$ cat config.mk
export PLATFORM = sky130hd
export DESIGN_NAME = regfile_scoreboard_flat
export DESIGN_NICKNAME = d
export VERILOG_FILES = /design/src/rtl/regfile_pkg.sv /design/src/rtl/regfile_scoreboard_if.sv /design/src/rtl/regfile_rdport.sv /design/src/rtl/regfile_scoreboard.sv /design/src/flat_wrapper.sv
export SDC_FILE = /design/constraint.sdc
export NUM_CORES = 2
export LEC_CHECK = 0
export BUFFER_PORTS_ARGS = -buffer_cell sky130_fd_sc_hd__buf_2
export CORE_ASPECT_RATIO = 1.1
export CORE_MARGIN = 1.5
export CORE_UTILIZATION = 40
export DETAILED_ROUTE_END_ITERATION = 10
export PLACE_DENSITY = 0.6
export SLEW_MARGIN = 20
export SYNTH_ARGS = -nofsm -noshare
export SYNTH_HDL_FRONTEND = slang
export SYNTH_HIERARCHICAL = 1
export SYNTH_SLANG_ARGS = --single-unit
$ cat constraint.sdc
create_clock -name clk -period 3.4 [get_ports clk]
set_clock_uncertainty 0.1 [all_clocks]
set_input_delay 0.17 -clock clk [delete_from_list [all_inputs] [get_ports clk]]
set_output_delay 0.17 -clock clk [all_outputs]
set_load 0.03 [all_outputs]
$ cat src/rtl/regfile_pkg.sv
`default_nettype none
// ============================================================================
// Module      : regfile_pkg
// Description : Shared defaults and types for the scoreboarded register file.
//               DEFAULT_XLEN / DEFAULT_NREGS give the standard configuration;
//               reg_addr_t and xlen_t are sized for that configuration.
// Revision    : 1.0 - initial release
// ============================================================================
package regfile_pkg;

    localparam int DEFAULT_XLEN  = 32;
    localparam int DEFAULT_NREGS = 32;
    localparam int DEFAULT_AW    = $clog2(DEFAULT_NREGS);

    typedef logic [DEFAULT_AW-1:0]   reg_addr_t;
    typedef logic [DEFAULT_XLEN-1:0] xlen_t;

endpackage
`default_nettype wire

$ cat src/rtl/regfile_scoreboard_if.sv
`default_nettype none
// ============================================================================
// Module      : regfile_scoreboard_if
// Description : Bus bundle between the register file and its clients.
//               master : decode / writeback / multi-cycle units (drive
//                        addresses, writes, reserve and late writeback)
//               slave  : the register file itself
// Ports       : rd_addr/rd_data/rd_busy  - NRD packed read ports
//               wr_en/wr_addr/wr_data    - primary writeback
//               rsv_valid/rsv_addr/rsv_ready - reserve handshake
//               lwb_valid/lwb_addr/lwb_data/lwb_ready - late writeback
// Revision    : 1.0 - initial release
// ============================================================================
interface regfile_scoreboard_if
    import regfile_pkg::*;
#(
    parameter int XLEN  = DEFAULT_XLEN,
    parameter int NREGS = DEFAULT_NREGS,
    parameter int NRD   = 2
);
    localparam int AW = $clog2(NREGS);

    logic [NRD*AW-1:0]   rd_addr;
    logic [NRD*XLEN-1:0] rd_data;
    logic [NRD-1:0]      rd_busy;

    logic                wr_en;
    logic [AW-1:0]       wr_addr;
    logic [XLEN-1:0]     wr_data;

    logic                rsv_valid;
    logic [AW-1:0]       rsv_addr;
    logic                rsv_ready;

    logic                lwb_valid;
    logic [AW-1:0]       lwb_addr;
    logic [XLEN-1:0]     lwb_data;
    logic                lwb_ready;

    modport master (
        output rd_addr, wr_en, wr_addr, wr_data,
               rsv_valid, rsv_addr, lwb_valid, lwb_addr, lwb_data,
        input  rd_data, rd_busy, rsv_ready, lwb_ready
    );

    modport slave (
        input  rd_addr, wr_en, wr_addr, wr_data,
               rsv_valid, rsv_addr, lwb_valid, lwb_addr, lwb_data,
        output rd_data, rd_busy, rsv_ready, lwb_ready
    );

endinterface
`default_nettype wire

$ cat src/rtl/regfile_rdport.sv
`default_nettype none
// ============================================================================
// Module      : regfile_rdport
// Description : One combinational read port: zero-register override plus
//               same-cycle forwarding from the late writeback and primary
//               write buses.
// Ports       : i_rd_addr   - address being read
//               i_row_data  - storage row already selected by i_rd_addr
//               i_row_busy  - registered busy bit of that row
//               i_wr_*      - primary write bus
//               i_lwb_fire  - late writeback accepted this cycle
//               i_lwb_*     - late writeback bus
//               o_rd_data   - read data
//               o_rd_busy   - pending reservation flag
// Revision    : 1.0 - initial release
// ============================================================================
module regfile_rdport #(
    parameter int XLEN     = 32,
    parameter int AW       = 5,
    parameter bit ZERO_REG = 1'b1,
    parameter bit BYPASS   = 1'b1
) (
    input  wire logic [AW-1:0]   i_rd_addr,
    input  wire logic [XLEN-1:0] i_row_data,
    input  wire logic            i_row_busy,
    input  wire logic            i_wr_en,
    input  wire logic [AW-1:0]   i_wr_addr,
    input  wire logic [XLEN-1:0] i_wr_data,
    input  wire logic            i_lwb_fire,
    input  wire logic [AW-1:0]   i_lwb_addr,
    input  wire logic [XLEN-1:0] i_lwb_data,
    output logic      [XLEN-1:0] o_rd_data,
    output logic                 o_rd_busy
);

    logic w_is_zero;
    logic w_hit_lwb;
    logic w_hit_wr;

    always_comb begin
        w_is_zero = ZERO_REG && (i_rd_addr == '0);
        w_hit_lwb = BYPASS && i_lwb_fire && (i_lwb_addr == i_rd_addr);
        w_hit_wr  = BYPASS && i_wr_en && (i_wr_addr == i_rd_addr);

        o_rd_data = i_row_data;
        o_rd_busy = i_row_busy;
        if (w_is_zero) begin
            o_rd_data = '0;
            o_rd_busy = 1'b0;
        end else if (w_hit_lwb) begin
            // The late writeback is the release of this reservation.
            o_rd_data = i_lwb_data;
            o_rd_busy = 1'b0;
        end else if (w_hit_wr) begin
            // Primary writes never touch busy, so keep the stored flag.
            o_rd_data = i_wr_data;
        end
    end

endmodule
`default_nettype wire

$ cat src/rtl/regfile_scoreboard.sv
`default_nettype none
// ============================================================================
// Module      : regfile_scoreboard
// Description : Parametrised register file with NRD combinational read
//               ports, optional hardwired zero register, write-to-read
//               bypass, a late writeback port and a per-register busy
//               scoreboard driven by a reserve/release handshake.
// Ports       : clk   - clock, rising edge
//               rst_n - asynchronous active-low reset
//               bus   - regfile_scoreboard_if slave modport (reads, primary
//                       write, reserve, late writeback)
// Revision    : 1.0 - initial release
// ============================================================================
module regfile_scoreboard
    import regfile_pkg::*;
#(
    parameter int XLEN     = DEFAULT_XLEN,
    parameter int NREGS    = DEFAULT_NREGS,
    parameter int NRD      = 2,
    parameter bit ZERO_REG = 1'b1,
    parameter bit BYPASS   = 1'b1
) (
    input wire logic         clk,
    input wire logic         rst_n,
    regfile_scoreboard_if.slave bus
);

    localparam int AW = $clog2(NREGS);

    logic [XLEN-1:0]     r_regs [NREGS];
    logic [NREGS-1:0]    r_busy;

    logic                w_lwb_ready;
    logic                w_lwb_fire;
    logic                w_lwb_commit;
    logic                w_wr_commit;
    logic                w_rsv_is_zero;
    logic                w_rsv_ready;
    logic                w_rsv_fire;

    logic [XLEN-1:0]     w_rd_data   [NRD];
    logic                w_rd_busy   [NRD];
    logic [NRD*XLEN-1:0] w_rd_data_p;
    logic [NRD-1:0]      w_rd_busy_p;

    // ------------------------------------------------------------------
    // Handshake decode
    // ------------------------------------------------------------------
    always_comb begin
        // Primary port wins an address collision; lwb must hold and retry.
        w_lwb_ready   = !(bus.wr_en && (bus.wr_addr == bus.lwb_addr));
        w_lwb_fire    = bus.lwb_valid && w_lwb_ready;
        w_lwb_commit  = w_lwb_fire && !(ZERO_REG && (bus.lwb_addr == '0));
        w_wr_commit   = bus.wr_en && !(ZERO_REG && (bus.wr_addr == '0));

        // Only the registered busy vector is consulted, so a release in the
        // same cycle does not make the register reservable until next cycle.
        w_rsv_is_zero = ZERO_REG && (bus.rsv_addr == '0);
        w_rsv_ready   = w_rsv_is_zero || !r_busy[bus.rsv_addr];
        w_rsv_fire    = bus.rsv_valid && w_rsv_ready && !w_rsv_is_zero;
    end

    assign bus.lwb_ready = w_lwb_ready;
    assign bus.rsv_ready = w_rsv_ready;

    // ------------------------------------------------------------------
    // Storage
    // ------------------------------------------------------------------
    always_ff @(posedge clk or negedge rst_n) begin
        if (!rst_n) begin
            for (int i = 0; i < NREGS; i++) begin
                r_regs[i] <= '0;
            end
        end else begin
            // The two commits never target the same row: a collision
            // blocks the late writeback.
            if (w_wr_commit) begin
                r_regs[bus.wr_addr] <= bus.wr_data;
            end
            if (w_lwb_commit) begin
                r_regs[bus.lwb_addr] <= bus.lwb_data;
            end
        end
    end

    // ------------------------------------------------------------------
    // Busy scoreboard
    // ------------------------------------------------------------------
    always_ff @(posedge clk or negedge rst_n) begin
        if (!rst_n) begin
            r_busy <= '0;
        end else begin
            if (w_rsv_fire) begin
                r_busy[bus.rsv_addr] <= 1'b1;
            end
            // Release is written last so it dominates a same-row reserve.
            if (w_lwb_fire) begin
                r_busy[bus.lwb_addr] <= 1'b0;
            end
        end
    end

    // ------------------------------------------------------------------
    // Read ports
    // ------------------------------------------------------------------
    for (genvar g = 0; g < NRD; g++) begin : g_rdport
        logic [AW-1:0] w_addr;
        assign w_addr = bus.rd_addr[g*AW +: AW];

        regfile_rdport #(
            .XLEN     (XLEN),
            .AW       (AW),
            .ZERO_REG (ZERO_REG),
            .BYPASS   (BYPASS)
        ) u_rdport (
            .i_rd_addr  (w_addr),
            .i_row_data (r_regs[w_addr]),
            .i_row_busy (r_busy[w_addr]),
            .i_wr_en    (bus.wr_en),
            .i_wr_addr  (bus.wr_addr),
            .i_wr_data  (bus.wr_data),
            .i_lwb_fire (w_lwb_fire),
            .i_lwb_addr (bus.lwb_addr),
            .i_lwb_data (bus.lwb_data),
            .o_rd_data  (w_rd_data[g]),
            .o_rd_busy  (w_rd_busy[g])
        );
    end

    always_comb begin
        w_rd_data_p = '0;
        w_rd_busy_p = '0;
        for (int i = 0; i < NRD; i++) begin
            w_rd_data_p[i*XLEN +: XLEN] = w_rd_data[i];
            w_rd_busy_p[i]              = w_rd_busy[i];
        end
    end

    assign bus.rd_data = w_rd_data_p;
    assign bus.rd_busy = w_rd_busy_p;

endmodule
`default_nettype wire

$ cat src/flat_wrapper.sv
// flat-port wrapper written by rule: the top's interface ports become plain ports
module regfile_scoreboard_flat import regfile_pkg::*;
#(
    parameter int XLEN     = DEFAULT_XLEN,
    parameter int NREGS    = DEFAULT_NREGS,
    parameter int NRD      = 2,
    parameter bit ZERO_REG = 1'b1,
    parameter bit BYPASS   = 1'b1
)
  (clk, rst_n, bus_rd_addr, bus_wr_en, bus_wr_addr, bus_wr_data, bus_rsv_valid, bus_rsv_addr, bus_lwb_valid, bus_lwb_addr, bus_lwb_data, bus_rd_data, bus_rd_busy, bus_rsv_ready, bus_lwb_ready);
  regfile_scoreboard_if #(.XLEN(XLEN), .NREGS(NREGS), .NRD(NRD)) bus_i ();
  input wire logic clk;
  input wire logic rst_n;
  input wire logic [$bits(bus_i.rd_addr)-1:0] bus_rd_addr;
  input wire logic [$bits(bus_i.wr_en)-1:0] bus_wr_en;
  input wire logic [$bits(bus_i.wr_addr)-1:0] bus_wr_addr;
  input wire logic [$bits(bus_i.wr_data)-1:0] bus_wr_data;
  input wire logic [$bits(bus_i.rsv_valid)-1:0] bus_rsv_valid;
  input wire logic [$bits(bus_i.rsv_addr)-1:0] bus_rsv_addr;
  input wire logic [$bits(bus_i.lwb_valid)-1:0] bus_lwb_valid;
  input wire logic [$bits(bus_i.lwb_addr)-1:0] bus_lwb_addr;
  input wire logic [$bits(bus_i.lwb_data)-1:0] bus_lwb_data;
  output wire logic [$bits(bus_i.rd_data)-1:0] bus_rd_data;
  output wire logic [$bits(bus_i.rd_busy)-1:0] bus_rd_busy;
  output wire logic [$bits(bus_i.rsv_ready)-1:0] bus_rsv_ready;
  output wire logic [$bits(bus_i.lwb_ready)-1:0] bus_lwb_ready;
  assign bus_i.rd_addr = bus_rd_addr;
  assign bus_i.wr_en = bus_wr_en;
  assign bus_i.wr_addr = bus_wr_addr;
  assign bus_i.wr_data = bus_wr_data;
  assign bus_i.rsv_valid = bus_rsv_valid;
  assign bus_i.rsv_addr = bus_rsv_addr;
  assign bus_i.lwb_valid = bus_lwb_valid;
  assign bus_i.lwb_addr = bus_lwb_addr;
  assign bus_i.lwb_data = bus_lwb_data;
  assign bus_rd_data = bus_i.rd_data;
  assign bus_rd_busy = bus_i.rd_busy;
  assign bus_rsv_ready = bus_i.rsv_ready;
  assign bus_lwb_ready = bus_i.lwb_ready;
  regfile_scoreboard #(.XLEN(XLEN), .NREGS(NREGS), .NRD(NRD), .ZERO_REG(ZERO_REG), .BYPASS(BYPASS)) u_core (.clk(clk), .rst_n(rst_n), .bus(bus_i));
endmodule
Word-level counts from Yosys, hierarchy flattened
Cells that the tools add are included.

Register bits after elaboration: 1056. Output and inout bits: 68. Input port bits: 94.

Mux-type cells: 36. Equal/unequal tests: 5. Reduce and logical (&&, ||, !) cells: 25. $lt $le $gt $ge: 12. Bitwise gates (word level): 7.

Operators with widths (count): bitwise mux 1024 bit (2); two-way mux 1024 bit (2); two-way mux 32 bit (14); binary-select mux 32 bit (select 5 bit) (2); demux 32 bit (select 5 bit) (2); AND 32 bit (1); inverter 32 bit (1); OR 32 bit (1); == test 5 bit (5); zero test 5 bit (5); greater-or-equal comparator 6 bit, second input constant (4); < comparator 5 x 6 -> 1 bit, second input constant (4); inverter 5 -> 6 bit (4); binary-select mux 1 bit (select 5 bit) (3); logical AND 1 bit (14); < comparator 6 x 1 -> 1 bit, second input constant (2); demux 1 bit (select 5 bit) (2); greater-or-equal comparator 5 x 1 -> 1 bit, second input constant (2); two-way mux 1 bit (9); zero test 1 bit (5); logical OR 1 bit (1).

Longest topological paths before layout
Depth in word-level cells: 9. Depth in mapped cells: 11.

Cells and area by module
The synthesis kept the hierarchy.

By module, submodules not included: regfile_scoreboard (cells each 4858, area each 69564.2 µm², times used 1); regfile_rdport (cells each 177, area each 1287.5 µm², times used 2).

Worst setup path before layout
Ideal clock, no wire load.

Kind: input-to-output. Start point: input bus_wr_addr[1]. End point: output bus_rd_data[30]. Data arrival time: 2.696 ns. Data required time: 3.130 ns. Cell stages on the path: 10. Setup slack: 0.434 ns. Cells stage by stage: buf_2 xnor2_1 nand2_2 buf_2 o21a_1 buf_1 nand2_1 or2_1 buf_6 a311oi_1.

Word-level cells in the longest chain between the ends: 7.

RTL lines: start: declaration (line flat_wrapper.sv:16) `input wire logic [$bits(bus_i.wr_addr)-1:0] bus_wr_addr;`; == test 5 bit (line regfile_scoreboard.sv:51) `w_lwb_ready = !(bus.wr_en && (bus.wr_addr == bus.lwb_addr));`; logical AND 1 bit (line regfile_scoreboard.sv:51); zero test 1 bit (line regfile_scoreboard.sv:51); logical AND 1 bit (line regfile_scoreboard.sv:52) `w_lwb_fire = bus.lwb_valid && w_lwb_ready;`; named net u_core.w_lwb_fire (line regfile_scoreboard.sv:34) `logic w_lwb_fire;`; logical AND 1 bit (line regfile_rdport.sv:42) `w_hit_lwb = BYPASS && i_lwb_fire && (i_lwb_addr == i_rd_addr);`; two-way mux 32 bit (line regfile_rdport.sv:50) `end else if (w_hit_lwb) begin`; two-way mux 32 bit (line regfile_rdport.sv:47) `if (w_is_zero) begin`; end: declaration (line flat_wrapper.sv:23) `output wire logic [$bits(bus_i.rd_data)-1:0] bus_rd_data;`.

The timed path passes the listed nets, and every way through them passes these cells.

Worst setup path in the final report
Start point: register u_core/r_regs[702] (netlist name). End point: output bus_rd_data[30].

Word-level cells in the longest chain between the ends: 6.

RTL lines: start: declaration (line regfile_scoreboard.sv:30) `logic [XLEN-1:0] r_regs [NREGS];`; start signal: indexed assignment (line regfile_scoreboard.sv:78) `r_regs[bus.wr_addr] <= bus.wr_data;`; start signal: indexed assignment (line regfile_scoreboard.sv:81) `r_regs[bus.lwb_addr] <= bus.lwb_data;`; binary-select mux 32 bit (select 5 bit) (line regfile_scoreboard.sv:117) `.i_row_data (r_regs[w_addr]),`; two-way mux 32 bit (not written as such) (2 in a row) (line regfile_scoreboard.sv:117); two-way mux 32 bit (line regfile_rdport.sv:54) `end else if (w_hit_wr) begin`; two-way mux 32 bit (line regfile_rdport.sv:50); two-way mux 32 bit (line regfile_rdport.sv:47).

Every way passes these cells. The select of a mux whose other input is x is not followed.

==> flow_summary.ini <==
[yosys]
muxShareOfSynthArea_pct = 51.13
netlist_area_mm2 = 0.07214
synth_xor_area_share_pct = 0.3035
synthSimpleGateAreaFrac_pct = 2.319
synth.distinct_cells = 55
synth_top_family_by_area = multiplexers
ys_seq_area_share_pct = 36.63
synth_edf_count = 0
synth_nets = 5306
synth_compound_area_share_pct = 4.863
synthAdderAreaFrac_pct = 0
synth-async-reset-ratio_pct = 100.0
yosysWarnings = 6
synth_area_per_cell_um2 = 13.84
syn_inst = 5212
ys.flop_type = dfrtp_1
ys_ff_latch = 1056

[die]
initial_core_util_pct = 40.24
rows = 163
core_area_mm2 = 0.1793
die_area_mm2 = 0.1829
fp.dieW_um = 407.9
die_y_um = 448.4
ios = 162

[cts]
path_clk_slew_ns = 0.06
cts_tree = done
cts-htree-levels = 3
cts_buffers = 114
cts_sinks = 1056
cts_root_buf = clkbuf_16
clock_latency_ns = 0.78
cts_setup_buffers = 0
clock_path_buffers = 3

[global_routing]
grt_pass1_wl_um = 407200
grt_start_max_net_pins = 106
grt_antenna_before_repair = 17
overflow = 0
gr-usage-all-layers_pct = 31.30
grt_pass1_vias = 52440

[power_and_ir_drop]
power_density_mw_per_mm2 = 568.1
vdd_drop_max_v = 0.0003793
totalPowerFinal_mw = 46.47
leakagePower_nw = 33.76

[cells_and_area]
area_growth_pct = 13.40
drive_above_1_share_pct = 60.84
mostFrequentLayoutCells = mux2_2, dfrtp_1, mux4_2
nets = 5291
fillCellCount = 15750
layout.cells.most_common = mux2_2

[detailed_routing]
routedWlPerCell_um = 37.79
dr.pass1.iters = 7
vias = 51440
vias_per_cell = 6.690
postRouteAntennaNets = 0
drc_errors = 0
drt_iter0_drc = 6048
routed_wl_um = 290600

[status]
violations = negative setup slack
status = finished, violations left

[setup_path]
worst-setup-path-type = reg -> out
end_kind = primary output
path_cells = mux4_2, mux2i_1, a22o_1, a221oi_4, buf_4, o21ai_0, a311oi_2, buf_4
critical_path_arrival_ns = 3.14
required_ns = 3.13
path_common_cell = buf_4
worstSetupStartpointType = register
cp_slowest_stage_delay_ns = 0.49
crit_slowest_cell = a311oi_2
critPathMaxFanout = 3

[timing]
timing.final.ws_setup_ns = -0.007046
tns_ns = -0.007046
hold_slack_ns = 0.04064
fmax_mhz = 293.5
hold_violations = 0
rsz0062_at_grt = no
slew_viol_final = 0
layout_min_cycle_time_ns = 3.407
timing.final.crit_share_pct = 100.2
setup_violations = 1
tightest_slew_ns = 1.064
maxSlewHeadroom_pct = 28.87

[place]
place.gp.congestion = 0.8865
portBuffers = 161
dp_hpwl_um = 170800

[worst_hold_path]
hold_path_class = in -> reg

[run]
cap_violations = 0
[Yosys cell counts (all sizes together), types with 27 or more instances]
library cell	instances	area share [%]
nor2	55	0.29
clkbuf	415	2.2
a22o	66	0.80
mux4	536	17
o21ai	72	0.50
buf	280	2.6
nor3	70	0.51
a221oi	66	0.80
o2111ai	27	0.82
mux2i	331	4.6
a311oi	64	1.3
dfrtp	1056	37
mux2	1909	30
nand4	78	0.69
[path summary, 6_finish.rpt]
| path | start | endpoint | slack, ns | depth (start not counted) |
|---|---|---|---|---|
| min in group asynchronous | rst_n | u_core/r_regs[767] | 0.08 | 3 |
| min | bus_wr_data[2] | u_core/r_regs[866] | 0.04 | 3 |
| max reg2reg | u_core/r_busy[11] | u_core/r_busy[11] | 0.48 | 6 |
| max | u_core/r_regs[702] | bus_rd_data[30] | -0.007 | 8 |
| min reg2reg | u_core/r_regs[1007] | u_core/r_regs[1007] | 0.30 | 0 |
| max in group asynchronous | rst_n | u_core/r_regs[321] | 2.37 | 4 |
[logic make-up (layout without fill, tap and decap cells)]
| group | after synthesis | in the layout |
|---|---|---|
| AO/OA/AOI/OAI | 354 | 354 |
| other | 0 | 7 |
| multiplexers | 2776 | 2776 |
| XOR/XNOR | 25 | 25 |
| flip-flops | 1056 | 1056 |
| buffers and inverters | 703 | 782 |
| AND/OR/NAND/NOR | 298 | 298 |
[registers in the layout (all words and copies together) (netlist names)]
signal         cells
u_core/r_regs   1024
u_core/r_busy     32
[routing by layer]
layer  up-vias  GRT usage [%]  part of all wire, %
li1      20290              -                    -
met1     27230          38.39                   37
met2      2945          49.88                   46
met3       962          7.576                  9.4
met4        18          19.24                  7.0
met5         -              0                0.038
[through the flow]
step,utilization [%],std cells,setup slack (ns),instance area [um^2]
CTS,45.59,7683,0.01040,81720
detailed placement,43.00,7399,-0.1903,77090
global placement,43.00,7399,-0.1958,77090
global route,45.63,7685,0.0009526,81790
finish,45.63,7690,-0.007046,81810
floorplan,-,5212,0.4340,72140
[timing repair]
item,CTS,global route
endpoints found under the setup margin,7,9
gates cloned,0,0
pin swaps,0,2
gates resized for setup,13,12
hold buffers,74,0
hold endpoints to repair,1504,0
[worst max-delay path: cells and delay by family, from the launching register on]
kind / cells / cell delay [ns]
buffers and inverters: 2 / 0.45
DFF: 1 / 0.40
AOI/OAI and AO/OA: 4 / 1.16
muxes: 2 / 0.34
[area by class of cell]
cell class / count / area [um^2] / area share (%)
multi-input cells: 3453 / 42890 / 52.43
diodes: 7 / 17.52 / 0.02141
clock buffers: 178 / 3447 / 4.214
inverters: 8 / 30.03 / 0.03671
repair buffers: 564 / 5655 / 6.913
well taps: 2392 / 2993 / 3.658
clock inverters: 32 / 350.3 / 0.4283
flip-flops and latches: 1056 / 26430 / 32.30
[power by group]
part           internal (mW)  switching (mW)
combinational           9.01            5.95
sequential              15.9            2.56
clock                   7.39            5.65
No activity file was read; power rests on OpenSTA's default activity.
